--- src/rtl/bus_unpermute_if.sv ---
// Stream bundle for the permuted-bus decoder: scrambled input beats in,
// restored output beats out, each with its own valid/ready pair.
interface bus_unpermute_if #(
    parameter int WIDTH = 3
);
    logic [WIDTH-1:0] in_data;
    logic             in_valid;
    logic             in_ready;
    logic [WIDTH-1:0] out_data;
    logic             out_valid;
    logic             out_ready;

    modport master (
        output in_data, in_valid, out_ready,
        input  in_ready, out_data, out_valid
    );

    modport slave (
        input  in_data, in_valid, out_ready,
        output in_ready, out_data, out_valid
    );
endinterface

--- src/rtl/bus_unpermute.sv ---
// Receive-side bit-order decoder: d[p[k]] = s[k] ^ pol[k] with a programmable
// map, a 1-deep registered valid/ready output stage and an accepted-beat counter.
module bus_unpermute #(
    parameter int WIDTH = 3,
    parameter int IDXW  = 2,
    parameter int CNTW  = 16
) (
    input  logic            clk,
    input  logic            rst,
    bus_unpermute_if.slave  bus,
    input  logic            cfg_we,
    input  logic [IDXW-1:0] cfg_idx,
    input  logic [IDXW-1:0] cfg_src,
    input  logic            cfg_pol,
    output logic            map_err,
    output logic [CNTW-1:0] beat_cnt
);

    logic [IDXW-1:0]  p_reg [WIDTH];
    logic [WIDTH-1:0] pol_reg;
    logic [WIDTH-1:0] dec;
    logic [WIDTH-1:0] out_data_reg;
    logic             out_valid_reg;
    logic             map_err_reg;
    logic             err_next;
    logic [CNTW-1:0]  cnt_reg;
    logic             ready;
    logic             accept;

    // Map storage; an index outside the bus simply matches no entry.
    always_ff @(posedge clk) begin
        for (int k = 0; k < WIDTH; k++) begin
            if (rst) begin
                p_reg[k]   <= IDXW'(k);
                pol_reg[k] <= 1'b0;
            end else if (cfg_we && (cfg_idx == IDXW'(k))) begin
                p_reg[k]   <= cfg_src;
                pol_reg[k] <= cfg_pol;
            end
        end
    end

    // Each restored bit gathers the scrambled bits whose map entry points at it.
    generate
        for (genvar gi = 0; gi < WIDTH; gi++) begin : gen_dec
            logic [WIDTH-1:0] hit;
            for (genvar gk = 0; gk < WIDTH; gk++) begin : gen_hit
                assign hit[gk] = (p_reg[gk] == IDXW'(gi));
            end
            assign dec[gi] = |(hit & (bus.in_data ^ pol_reg));
        end
    endgenerate

    // Extra top bit keeps the range check correct when WIDTH == 2**IDXW.
    always_comb begin
        err_next = 1'b0;
        for (int k = 0; k < WIDTH; k++) begin
            if ({1'b0, p_reg[k]} >= (IDXW+1)'(WIDTH)) begin
                err_next = 1'b1;
            end
            for (int j = k + 1; j < WIDTH; j++) begin
                if (p_reg[k] == p_reg[j]) begin
                    err_next = 1'b1;
                end
            end
        end
    end

    assign ready  = !map_err_reg && (!out_valid_reg || bus.out_ready);
    assign accept = bus.in_valid && ready;

    always_ff @(posedge clk) begin
        if (rst) begin
            out_valid_reg <= 1'b0;
            out_data_reg  <= '0;
            map_err_reg   <= 1'b0;
            cnt_reg       <= '0;
        end else begin
            map_err_reg <= err_next;
            if (accept) begin
                out_valid_reg <= 1'b1;
                out_data_reg  <= dec;
                cnt_reg       <= cnt_reg + 1'b1;
            end else if (bus.out_ready) begin
                out_valid_reg <= 1'b0;
            end
        end
    end

    assign bus.in_ready  = ready;
    assign bus.out_valid = out_valid_reg;
    assign bus.out_data  = out_data_reg;
    assign map_err       = map_err_reg;
    assign beat_cnt      = cnt_reg;

endmodule

--- src/flat_wrapper.sv ---
// flat-port wrapper written by rule: the top's interface ports become plain ports
module bus_unpermute_flat 
#(
    parameter int WIDTH = 3,
    parameter int IDXW  = 2,
    parameter int CNTW  = 16
)
  (clk, rst, cfg_we, cfg_idx, cfg_src, cfg_pol, map_err, beat_cnt, bus_in_data, bus_in_valid, bus_out_ready, bus_in_ready, bus_out_data, bus_out_valid);
  bus_unpermute_if #(.WIDTH(WIDTH)) bus_i ();
  input  logic clk;
  input  logic rst;
  input  logic cfg_we;
  input  logic [IDXW-1:0] cfg_idx;
  input  logic [IDXW-1:0] cfg_src;
  input  logic cfg_pol;
  output logic map_err;
  output logic [CNTW-1:0] beat_cnt;
  input wire logic [$bits(bus_i.in_data)-1:0] bus_in_data;
  input wire logic [$bits(bus_i.in_valid)-1:0] bus_in_valid;
  input wire logic [$bits(bus_i.out_ready)-1:0] bus_out_ready;
  output wire logic [$bits(bus_i.in_ready)-1:0] bus_in_ready;
  output wire logic [$bits(bus_i.out_data)-1:0] bus_out_data;
  output wire logic [$bits(bus_i.out_valid)-1:0] bus_out_valid;
  assign bus_i.in_data = bus_in_data;
  assign bus_i.in_valid = bus_in_valid;
  assign bus_i.out_ready = bus_out_ready;
  assign bus_in_ready = bus_i.in_ready;
  assign bus_out_data = bus_i.out_data;
  assign bus_out_valid = bus_i.out_valid;
  bus_unpermute #(.WIDTH(WIDTH), .IDXW(IDXW), .CNTW(CNTW)) u_core (.clk(clk), .rst(rst), .bus(bus_i), .cfg_we(cfg_we), .cfg_idx(cfg_idx), .cfg_src(cfg_src), .cfg_pol(cfg_pol), .map_err(map_err), .beat_cnt(beat_cnt));
endmodule
--- config.mk ---
export PLATFORM = sky130hd
export DESIGN_NAME = bus_unpermute_flat
export DESIGN_NICKNAME = d
export VERILOG_FILES = /design/src/rtl/bus_unpermute_if.sv /design/src/rtl/bus_unpermute.sv /design/src/flat_wrapper.sv
export SDC_FILE = /design/constraint.sdc
export NUM_CORES = 1
export LEC_CHECK = 0
export ABC_AREA = 1
export CAP_MARGIN = 20
export CORE_ASPECT_RATIO = 1.5
export CORE_UTILIZATION = 53
export CTS_CLUSTER_DIAMETER = 50
export DETAILED_ROUTE_END_ITERATION = 8
export PLACE_DENSITY = 0.79
export SKIP_CTS_REPAIR_TIMING = 1
export SLEW_MARGIN = 20
export SYNTH_ARGS = -nofsm -noshare
export SYNTH_HDL_FRONTEND = slang
export SYNTH_SLANG_ARGS = --single-unit
--- constraint.sdc ---
create_clock -name clk -period 2.9 [get_ports clk]
set_input_delay 0.58 -clock clk [delete_from_list [all_inputs] [get_ports clk]]
set_output_delay 0.58 -clock clk [all_outputs]
set_load 0.005 [all_outputs]
==> reports/results.md <==
* **run status** complete, no violations
* **synthesized instance count** 225
* **number of H-tree branching levels** 2
* **count of endpoints failing hold in the final timing report** 0
* **arrival time reported for the critical path endpoint** 1790 ps
* **max cap viols** 0
* **max FFs per register** 16
* **clock network latency to the later pin of the worst-skew pair** 290 ps
* **Tightest Hold Check Type** reg -> reg
* **CTS tree** done
* **fraction of met3 tracks used by global routing** 6.51%
* **number of register bits inferred by synthesis** 30
* **share of layout cells above drive strength 1** 6.79%
* **slowest library cell on the worst path** sky130_fd_sc_hd__clkdlybuf4s50_1
* **count of standard-cell rows** 23
* **initial standard-cell utilization of the core** 57.2%
* **initial antenna violation count** 0
* **utilization after layout** 74.2%
* **Pwr per Cell Area** 446 nW/um^2
* **Synth top area share** 30.7%
* **number of sinks handled by clock tree synthesis** 30
* **minimum period implied by the final worst setup slack** 2370 ps
* **Max Clock Freq** 0.422 GHz
* **actual transition at the worst max-transition pin** 527 ps
* **final weighted congestion in routability-driven placement** 0.793
* **final sum of negative setup slack** 0 ps
* **clock buffers created by TritonCTS** 5
* **Setup Viol. Count Final** 0
* **most common cell after layout, fill and taps aside** sky130_fd_sc_hd__nand2_1
* **Floorplan Core Area** 2730 sq um
* **highest-count cells in the layout ignoring fill and taps** sky130_fd_sc_hd__nand2_1, sky130_fd_sc_hd__inv_1, sky130_fd_sc_hd__clkdlybuf4s50_1, sky130_fd_sc_hd__nor2_1, sky130_fd_sc_hd__dfxtp_1
* **Crit Path Class** in -> out
* **router iterations before antenna repair** 4
* **critical-path maximum fanout** 3
* **total half-perimeter wirelength after legalization and detailed placement** 2.40 mm
* **Final Net Count** 278
* **area added between synthesis and finish** 29.9%
* **global-route total usage across every layer** 24.0%
* **Die W** 46.3 um
* **RSZ-0062 raised after global routing** no
* **Layout Skew** 7.55 ps
* **wire length of the first global-routing pass** 5.37 mm
* **final number of max-transition violations** 0
* **Clock Tree Root** sky130_fd_sc_hd__clkbuf_8
* **Remaining Overflow, GRT** 0
* **number of antenna cells inserted** 0
* **number of I/O port buffers** 34
* **largest net degree at the start of global routing** 20
* **count of vias placed by the detailed router** 1497
* **element type at the critical path end** output port
* **Synthesized Nets** 239
* **count of yosys warnings during synthesis** 0
* **Via density** 4.96
* **number of global-route vias before repair** 1307
* **number of buffers on the longest clock path** 2
* **top cells by area in the synthesized netlist** sky130_fd_sc_hd__dfxtp_1, sky130_fd_sc_hd__edfxtp_1, sky130_fd_sc_hd__nand2_1
* **number of distinct library cells after synthesis** 25
* **routed length per placed instance** 10.9 um
* **CTS clk-pin slew, worst paths** 60 ps
* **die footprint** 3170 sq um
* **met1 track utilization from global routing** 25.0%
* **grt met2 use** 42.2%
* **post-synth design cell area** 1560 sq um
* **series of cell instances along the critical path** clkdlybuf4s50_1 > inv_1 > nand2_1 > nand2_1 > inv_1 > clkdlybuf4s50_1
* **period utilization** 81.8%
* **antenna violation net count after detailed routing** 0
* **busiest layer in global routing** met2
* **Static Leak** 0.849 nW
* **average size of a mapped cell** 6.95 sq um
* **number of buffer and inverter stages on the critical path** 4
* **critical path required time** 2320 ps
* **cell family contributing the most delay on the critical path** buffers and inverters
* **worst slew slack as a fraction of its limit** 64.8%
* **Die Y-Extent** 68.5 um
* **VDD IR max** 0.378 mV
* **number of violations reported at the end of detailed-routing iteration 0** 29
* **delay of the slowest critical-path stage** 480 ps
* **register-to-register setup slack** 1470 ps
* **cell taking the most area after synthesis** sky130_fd_sc_hd__dfxtp_1
* **startpoint class of the critical path** input pin
* **share of synthesized area occupied by flip-flops and latches** 42.3%
* **top-level port count** 35
* **routed wire length** 3.30 mm
* **remaining routing DRC violations** 0
## tightest hold or removal path, stage by stage, from the launching register on
cell	delay (ps)
sky130_fd_sc_hd__dfxtp_1	320
sky130_fd_sc_hd__inv_1	50
sky130_fd_sc_hd__a21oi_1	50
## report_power, final
| group | switching (mW) | internal (mW) | total, mW |
|---|---|---|---|
| combinational | 0.0568 | 0.0517 | 0.109 |
| clock | 0.152 | 0.193 | 0.345 |
| sequential | 0.0105 | 0.442 | 0.452 |
## Yosys cell counts
cell                       count
sky130_fd_sc_hd__a21oi_1      11
sky130_fd_sc_hd__a31oi_1       4
sky130_fd_sc_hd__buf_2         2
sky130_fd_sc_hd__buf_4         1
sky130_fd_sc_hd__dfxtp_1      24
sky130_fd_sc_hd__edfxtp_1      6
sky130_fd_sc_hd__ha_1          1
sky130_fd_sc_hd__inv_1        44
sky130_fd_sc_hd__inv_2         2
sky130_fd_sc_hd__nand2_1      47
sky130_fd_sc_hd__nand2_2       3
sky130_fd_sc_hd__nand3_1      20
sky130_fd_sc_hd__nand3_4       1
sky130_fd_sc_hd__nand3b_1      1
sky130_fd_sc_hd__nand4_1       4
sky130_fd_sc_hd__nor2_1       25
sky130_fd_sc_hd__nor2_2        3
sky130_fd_sc_hd__nor2_4        2
sky130_fd_sc_hd__nor3_1        5
sky130_fd_sc_hd__nor3b_1       1
sky130_fd_sc_hd__o211ai_1      1
sky130_fd_sc_hd__o21a_1        1
sky130_fd_sc_hd__o21ai_0      11
sky130_fd_sc_hd__o21ai_1       2
sky130_fd_sc_hd__xor2_1        3
## area by class of cell
| type | count | area, sq um |
|---|---|---|
| clock buffer | 8 | 90.1 |
| fill | 233 | 704 |
| inverter | 46 | 173 |
| multi-input combinational | 146 | 712 |
| sequential | 30 | 661 |
| tap | 37 | 46.3 |
| timing repair buffer | 35 | 348 |
## stage by stage
stage	power, mW	hold WS, ps	std cells	setup slack, ps	instance area, sq um
global route	0.947	509	302	420	2030
CTS	0.915	470	302	513	2030
finish	0.906	470	302	528	2030
global placement	0.567	457	294	544	1940
detailed placement	0.569	460	294	514	1940
floorplan	0.518	455	225	1490	1560
## per-layer routing
metal	vias to the layer above	part of all wire, %
met5	-	0
li1	787	-
met4	0	3.0
met3	9	4.0
met1	669	42
met2	32	51
## cell families after synthesis
family | count (synthesis) | synth area share (%)
xor gates and xnor gates | 3 | 1.68
DFF | 30 | 42.3
buffers and inverters | 49 | 12.2
AOI/OAI and AO/OA | 30 | 10.2
and+or+nand+nor | 112 | 32.8
adders and majority gates | 1 | 0.801
## final timing paths
| check | start | cells after the start | end |
|---|---|---|---|
| worst min register to register | u_core.beat_cnt[9] | 2 | u_core.beat_cnt[9] |
| worst max register to register | u_core.beat_cnt[1] | 8 | u_core.beat_cnt[8] |
| worst min-delay path | u_core.beat_cnt[9] | 2 | u_core.beat_cnt[9] |
| worst max-delay path | bus_out_ready | 6 | bus_in_ready |
No activity file was read; power rests on OpenSTA's default activity.
